### src/rtl/audio_pkg.sv
// Shared types and constants for the audio frame scheduler.
// Mode encodings, FSM states and datapath limits live here.
package audio_pkg;

  typedef enum logic [1:0] {
    MODE_PASS = 2'd0,
    MODE_MUTE = 2'd1,
    MODE_TONE = 2'd2,
    MODE_GAIN = 2'd3
  } mode_e;

  typedef enum logic [1:0] {
    IDLE   = 2'd0,
    MUL_L  = 2'd1,
    MUL_R  = 2'd2,
    COMMIT = 2'd3
  } state_e;

  localparam logic signed [19:0] TONE_AMP = 20'sh08000;
  localparam logic signed [19:0] SAT_MAX_DEF = 20'sh7FFFF;
  localparam logic signed [19:0] SAT_MIN_DEF = -SAT_MAX_DEF - 20'sd1;

  typedef struct packed {
    logic signed [19:0] l;
    logic signed [19:0] r;
    mode_e              mode;
    logic [7:0]         gain;
    logic [10:0]        half;
  } frame_t;

endpackage

### src/rtl/audio_frame_scheduler_gain_mult.sv
// Shared gain multiplier: registered product, then shift and clamp.
// The product register gives exactly one cycle of latency.
module gain_mult
  import audio_pkg::*;
#(
  parameter logic signed [19:0] SAT_MAX = SAT_MAX_DEF
) (
  input  logic               clk,
  input  logic signed [19:0] sample_i,
  input  logic [7:0]         gain_i,
  output logic signed [19:0] res_o
);

  localparam logic signed [28:0] HI = 29'(SAT_MAX);
  localparam logic signed [28:0] LO = -HI - 29'sd1;

  logic signed [28:0] prod_q;
  logic signed [28:0] shr;
  logic signed [28:0] samp_x;
  logic signed [28:0] gain_x;

  assign samp_x = 29'(sample_i);
  assign gain_x = $signed(29'({1'b0, gain_i}));

  always_ff @(posedge clk) begin
    prod_q <= samp_x * gain_x;
  end

  assign shr = prod_q >>> 7;

  always_comb begin
    res_o = shr[19:0];
    if (shr > HI) begin
      res_o = HI[19:0];
    end else if (shr < LO) begin
      res_o = LO[19:0];
    end
  end

endmodule

### src/rtl/audio_frame_scheduler.sv
// Per-frame audio processor: sync AC'97 ready, run a 4-state
// FSM over a shared multiplier, commit both channels together.
module audio_frame_scheduler
  import audio_pkg::*;
#(
  parameter int               FRAMES_PER_TOGGLE = 24000,
  parameter logic signed [19:0] SAT_MAX = SAT_MAX_DEF
) (
  input  logic               clock,
  input  logic               reset,
  input  logic               ready,
  input  logic signed [19:0] left_in,
  input  logic signed [19:0] right_in,
  input  logic [1:0]         mode,
  input  logic [7:0]         gain,
  input  logic [10:0]        tone_half,
  output logic signed [19:0] left_out,
  output logic signed [19:0] right_out,
  output logic               frame_done,
  output logic               overrun,
  output logic               LED
);

  localparam int LW = (FRAMES_PER_TOGGLE > 1) ?
                      $clog2(FRAMES_PER_TOGGLE) : 1;
  localparam logic [LW-1:0] LMAX = LW'(FRAMES_PER_TOGGLE - 1);

  logic               sync1_q, sync2_q, sync3_q;
  logic [1:0]         fill_q;
  logic               armed_q;
  logic               strobe;

  state_e             state_q, state_d;
  frame_t             frm_q, frm_d;
  logic signed [19:0] lres_q, lres_d;
  logic signed [19:0] lout_q, lout_d;
  logic signed [19:0] rout_q, rout_d;
  logic               done_q, done_d;
  logic               ovr_q, ovr_d;
  logic               led_q, led_d;
  logic [10:0]        tcnt_q, tcnt_d;
  logic               phase_q, phase_d;
  logic [LW-1:0]      lcnt_q, lcnt_d;

  logic signed [19:0] mop;
  logic signed [19:0] mres;
  logic signed [19:0] tone;
  logic [10:0]        tlim;

  // Arming waits until the sync chain holds a real sample of
  // ready that is low, so a level held through reset is no edge.
  assign strobe = sync2_q & ~sync3_q & armed_q;

  assign mop  = (state_q == MUL_L) ? frm_q.l : frm_q.r;
  assign tone = phase_q ? TONE_AMP : -TONE_AMP;
  assign tlim = (frm_q.half == 11'd0) ? 11'd0 :
                frm_q.half - 11'd1;

  gain_mult #(
    .SAT_MAX (SAT_MAX)
  ) u_mult (
    .clk      (clock),
    .sample_i (mop),
    .gain_i   (frm_q.gain),
    .res_o    (mres)
  );

  always_comb begin
    state_d = state_q;
    frm_d   = frm_q;
    lres_d  = lres_q;
    lout_d  = lout_q;
    rout_d  = rout_q;
    done_d  = 1'b0;
    ovr_d   = ovr_q;
    led_d   = led_q;
    tcnt_d  = tcnt_q;
    phase_d = phase_q;
    lcnt_d  = lcnt_q;
    if (strobe && state_q != IDLE) begin
      ovr_d = 1'b1;
    end
    unique case (state_q)
      IDLE: begin
        if (strobe) begin
          state_d    = MUL_L;
          frm_d.l    = left_in;
          frm_d.r    = right_in;
          frm_d.mode = mode_e'(mode);
          frm_d.gain = gain;
          frm_d.half = tone_half;
        end
      end
      MUL_L: begin
        state_d = MUL_R;
      end
      MUL_R: begin
        state_d = COMMIT;
        lres_d  = mres;
      end
      COMMIT: begin
        state_d = IDLE;
        done_d  = 1'b1;
        unique case (frm_q.mode)
          MODE_PASS: begin
            lout_d = frm_q.l;
            rout_d = frm_q.r;
          end
          MODE_MUTE: begin
            lout_d = '0;
            rout_d = '0;
          end
          MODE_TONE: begin
            lout_d = tone;
            rout_d = tone;
          end
          MODE_GAIN: begin
            lout_d = lres_q;
            rout_d = mres;
          end
        endcase
        if (tcnt_q < tlim) begin
          tcnt_d = tcnt_q + 11'd1;
        end else begin
          tcnt_d  = '0;
          phase_d = ~phase_q;
        end
        if (lcnt_q == LMAX) begin
          lcnt_d = '0;
          led_d  = ~led_q;
        end else begin
          lcnt_d = lcnt_q + LW'(1);
        end
      end
    endcase
  end

  always_ff @(posedge clock) begin
    if (reset) begin
      sync1_q <= 1'b0;
      sync2_q <= 1'b0;
      sync3_q <= 1'b0;
      fill_q  <= '0;
      armed_q <= 1'b0;
      state_q <= IDLE;
      frm_q   <= '0;
      lres_q  <= '0;
      lout_q  <= '0;
      rout_q  <= '0;
      done_q  <= 1'b0;
      ovr_q   <= 1'b0;
      led_q   <= 1'b0;
      tcnt_q  <= '0;
      phase_q <= 1'b0;
      lcnt_q  <= '0;
    end else begin
      sync1_q <= ready;
      sync2_q <= sync1_q;
      sync3_q <= sync2_q;
      fill_q  <= {fill_q[0], 1'b1};
      armed_q <= armed_q | (fill_q[1] & ~sync2_q);
      state_q <= state_d;
      frm_q   <= frm_d;
      lres_q  <= lres_d;
      lout_q  <= lout_d;
      rout_q  <= rout_d;
      done_q  <= done_d;
      ovr_q   <= ovr_d;
      led_q   <= led_d;
      tcnt_q  <= tcnt_d;
      phase_q <= phase_d;
      lcnt_q  <= lcnt_d;
    end
  end

  assign left_out   = lout_q;
  assign right_out  = rout_q;
  assign frame_done = done_q;
  assign overrun    = ovr_q;
  assign LED        = led_q;

endmodule

### config.mk
export PLATFORM = sky130hd
export DESIGN_NAME = audio_frame_scheduler
export DESIGN_NICKNAME = d
export VERILOG_FILES = /design/src/rtl/audio_pkg.sv /design/src/rtl/audio_frame_scheduler_gain_mult.sv /design/src/rtl/audio_frame_scheduler.sv
export SDC_FILE = /design/constraint.sdc
export NUM_CORES = 1
export LEC_CHECK = 0
export ABC_AREA = 0
export CORE_ASPECT_RATIO = 0.7
export CORE_MARGIN = 1
export CORE_UTILIZATION = 45
export DETAILED_ROUTE_END_ITERATION = 16
export SYNTH_ARGS = -nofsm -noshare
export SYNTH_HDL_FRONTEND = slang
export SYNTH_SLANG_ARGS = --single-unit
### constraint.sdc
create_clock -name clock -period 6.6 [get_ports clock]
set_input_delay 0.66 -clock clock [delete_from_list [all_inputs] [get_ports clock]]
set_output_delay 0.66 -clock clock [all_outputs]
set_load 0.005 [all_outputs]
==> results.md <==
* Status: finished clean
* Simple logic cell fraction of the synthesized area at 0.201
* Iteration-0 DRC Markers at 819
* Skew-Pair Late Insertion Delay at 0.46 ns
* DP HPWL at 25.9 mm
* Fin. max-slew vios at 0
* # DRC at 0
* TritonRoute pass-1 iters at 5
* Final setup fails at 0
* CP bufs+invs at 3
* Register area share after synthesis at 0.280
* Power Density at 160 nW/um2
* Worst EP required at 6.98 ns
* Worst EP arrival at 6.53 ns
* CP top delay family: adder cells
* CP max stage delay at 0.74 ns
* Vias per std cell at 5.32
* Met3 Wirelength at 2.49 mm
* TritonCTS buffer count at 17
* Hold crit path type: reg2reg
* Area share of xor/xnor cells in the synthesized design at 0.0366
* Tmin final at 6.15 ns
* Final hold vios at 0
* Hold_ws at around 0.45 ns
* Clock Root Buffer: clkbuf_16
* Finished Core Util at 0.529
* I/O pin total at 107
* Wire length on met2 at around 14 mm
* Most frequent cells in the layout: nand2_1 (243), dfxtp_1 (181), inv_1 (170), fa_1 (125), a21oi_1 (111)
* Diodes inserted at 0
* Mapped Nets at 1778
* Number of nets with antenna violations after routing at 0
* CTS Hold Buffers Added at 0
* Syn_area_per_cell at roughly 8.5 um2
* I/O Buffers at 106
* First-pass GRT wire length at 55.8 mm
* CTS tree: done
* Gp weighted congestion at 0.914
* Initial antenna violation count at 0
* Share of cells above drive strength 1 at 0.0454
* Netlist cell types at 58
* Clk sinks at around 180
* GR Util All Layers at 0.247
* Total grt overflow at 0
* Die Y at 144 um
* Static Leak at ~0.0063 uW
* Layout Skew at 0.0260 ns
* Critical path, cell by cell: inv_1 -> ha_1 -> mux2i_1 -> nor2b_1 -> fa_1 -> fa_1 -> fa_1 -> inv_1 -> fa_1 -> inv_1 -> ha_1 -> a211oi_1 -> o21bai_1 -> o31ai_2 -> o21ai_1 -> a221oi_1 -> xnor2_1
* Max-cap viol count at 0
* Most used cell, CP: fa_1
* Post-synth EDFFs at 0
* Initial Util at 0.462
* Top sig layer: met4
* WL per Instance at 17.9 um
* Reg2Reg Setup Slack at 0.45 ns
* Synth-to-layout area growth at 14.7%
* Fin crit share at 0.932
* CP max FO at 8
* WS Path Type: reg2reg
* RSZ-0062 raised after global routing: false
* Post-synth top flop: dfxtp_1
* Post-synthesis register bit count at 181
* Synth Area in Compound Gates at 0.125
* Area of the mapped netlist at 12900 um2
* Critical-path top delay cell: mux2i_1
* # H-tree levels at 4
* Core Area at ~28000 um2
* Largest family of logic cells by synthesized area: adder cells
* Worst setup SP type: flip-flop
* Ys async rst share at 0
* Mux share of post-synthesis cell area at 0.0202
* Post-synthesis cell count at ~1500
* Most common cell after layout, fill and taps aside: nand2_1
* Clock transition at path regs at 0.08 ns
* Setup tns final at 0 ns
* Adder-cell share of the synthesized area at 0.263
* Max Fclk at roughly 0.16 GHz
* FP Rows at 51
* Die width at 205 um
* Max VDD drop at 0.131 mV
* Clk buf depth at 2
* Slew headroom at 0.227
* DIE AREA at about 29000 um2
* Post-Route M1 WL at 18.4 mm
* Number of global-route vias before repair at 10096
* Crit. End Element: flip-flop
* Routed wire length at between 30 and 40 mm
* Largest net degree at the start of global routing at a little under 90
* Vias at 10407
* Yosys warning count at 0
* Post-CTS resize count at 0
* Final Worst Setup Slack at ~0.45 ns
* Slew @ Worst Pin at 1.16 ns
* NumNets Final at 1834
* Place WS at 0.559 ns
* Setup Fix Bufs, Post-CTS at 0
## layer usage
| metal | global-route usage | vias to the layer above |
|---|---|---|
| met5 | 0 | - |
| met3 | 0.0569 | 25 |
| li1 | - | 5055 |
| met4 | 0.0475 | 0 |
| met2 | 0.340 | 299 |
| met1 | 0.384 | 5028 |
## logic make-up (layout without fill, tap and decap cells)
group | after synthesis | after routing
buffers and inverters | 250 | 319
and+or+nand+nor | 550 | 550
adders and majority gates | 197 | 197
xor gates and xnor gates | 54 | 54
AOI/OAI and AO/OA | 261 | 261
DFF | 181 | 181
muxes | 24 | 24
## state kept, by name, indices dropped and copies added, names as in the netlist, 2 cells and up
signal         flops
fill_q             2
tcnt_q            11
right_out         20
left_out          20
frm_q             61
u_mult.prod_q     22
lcnt_q            15
lres_q            20
state_q            2
## synth_stat cells (all sizes together), types with 25 or more instances
library cell  count  share of area
a21oi           111          0.043
nor2b            25          0.012
clkbuf           68          0.020
nor2             94          0.027
dfxtp           181           0.28
fa              125           0.19
xnor2            28          0.019
ha               72          0.070
inv             170          0.049
nand2b           27          0.013
and2             78          0.038
xor2             26          0.018
nor3             27          0.010
o21ai            54          0.021
nand2           244          0.071
## through the flow
stage | cells | area [um2] | power (uW)
after floorplan | 1517 | 12900 | 1250
after global placement | 1925 | 14200 | 1340
after detailed placement | 1925 | 14200 | 1340
after CTS | 1957 | 14800 | 2400
after global routing | 1957 | 14800 | 2460
final | 1957 | 14800 | 2380
## worst register-to-register path, stage by stage (launching register included)
cell and delay [ns]:
dfxtp_1 0.34, inv_1 0.09, ha_1 0.48, mux2i_1 0.74, nor2b_1 0.16, fa_1 0.50, fa_1 0.50, fa_1 0.49
inv_1 0.05, fa_1 0.52, inv_1 0.04, ha_1 0.38, a211oi_1 0.34, o21bai_1 0.14, o31ai_2 0.48, o21ai_1 0.30
a221oi_1 0.37, xnor2_1 0.15
## final cells by class
| class | count | area (um2) |
|---|---|---|
| clock buffer | 19 | 443 |
| clock inverter | 13 | 159 |
| fill | 2688 | 13200 |
| inverter | 171 | 642 |
| multi-input combinational | 1086 | 8370 |
| sequential | 181 | 3620 |
| tap | 371 | 464 |
| timing repair buffer | 116 | 1130 |
## final timing paths
kind	startpoint	to	depth (start not counted)
setup / recovery	state_q[1]	u_mult.prod_q[25]	17
hold / removal	fill_q[0]	fill_q[1]	1
setup reg to reg	state_q[1]	u_mult.prod_q[25]	17
hold reg to reg	fill_q[0]	fill_q[1]	1
## report_power, final
group	switching [uW]	internal, uW
registers	16.3	1100
clock network	510	552
logic	102	93.8
total	629	1750
Note: power is estimated with default switching activity, not from simulation.
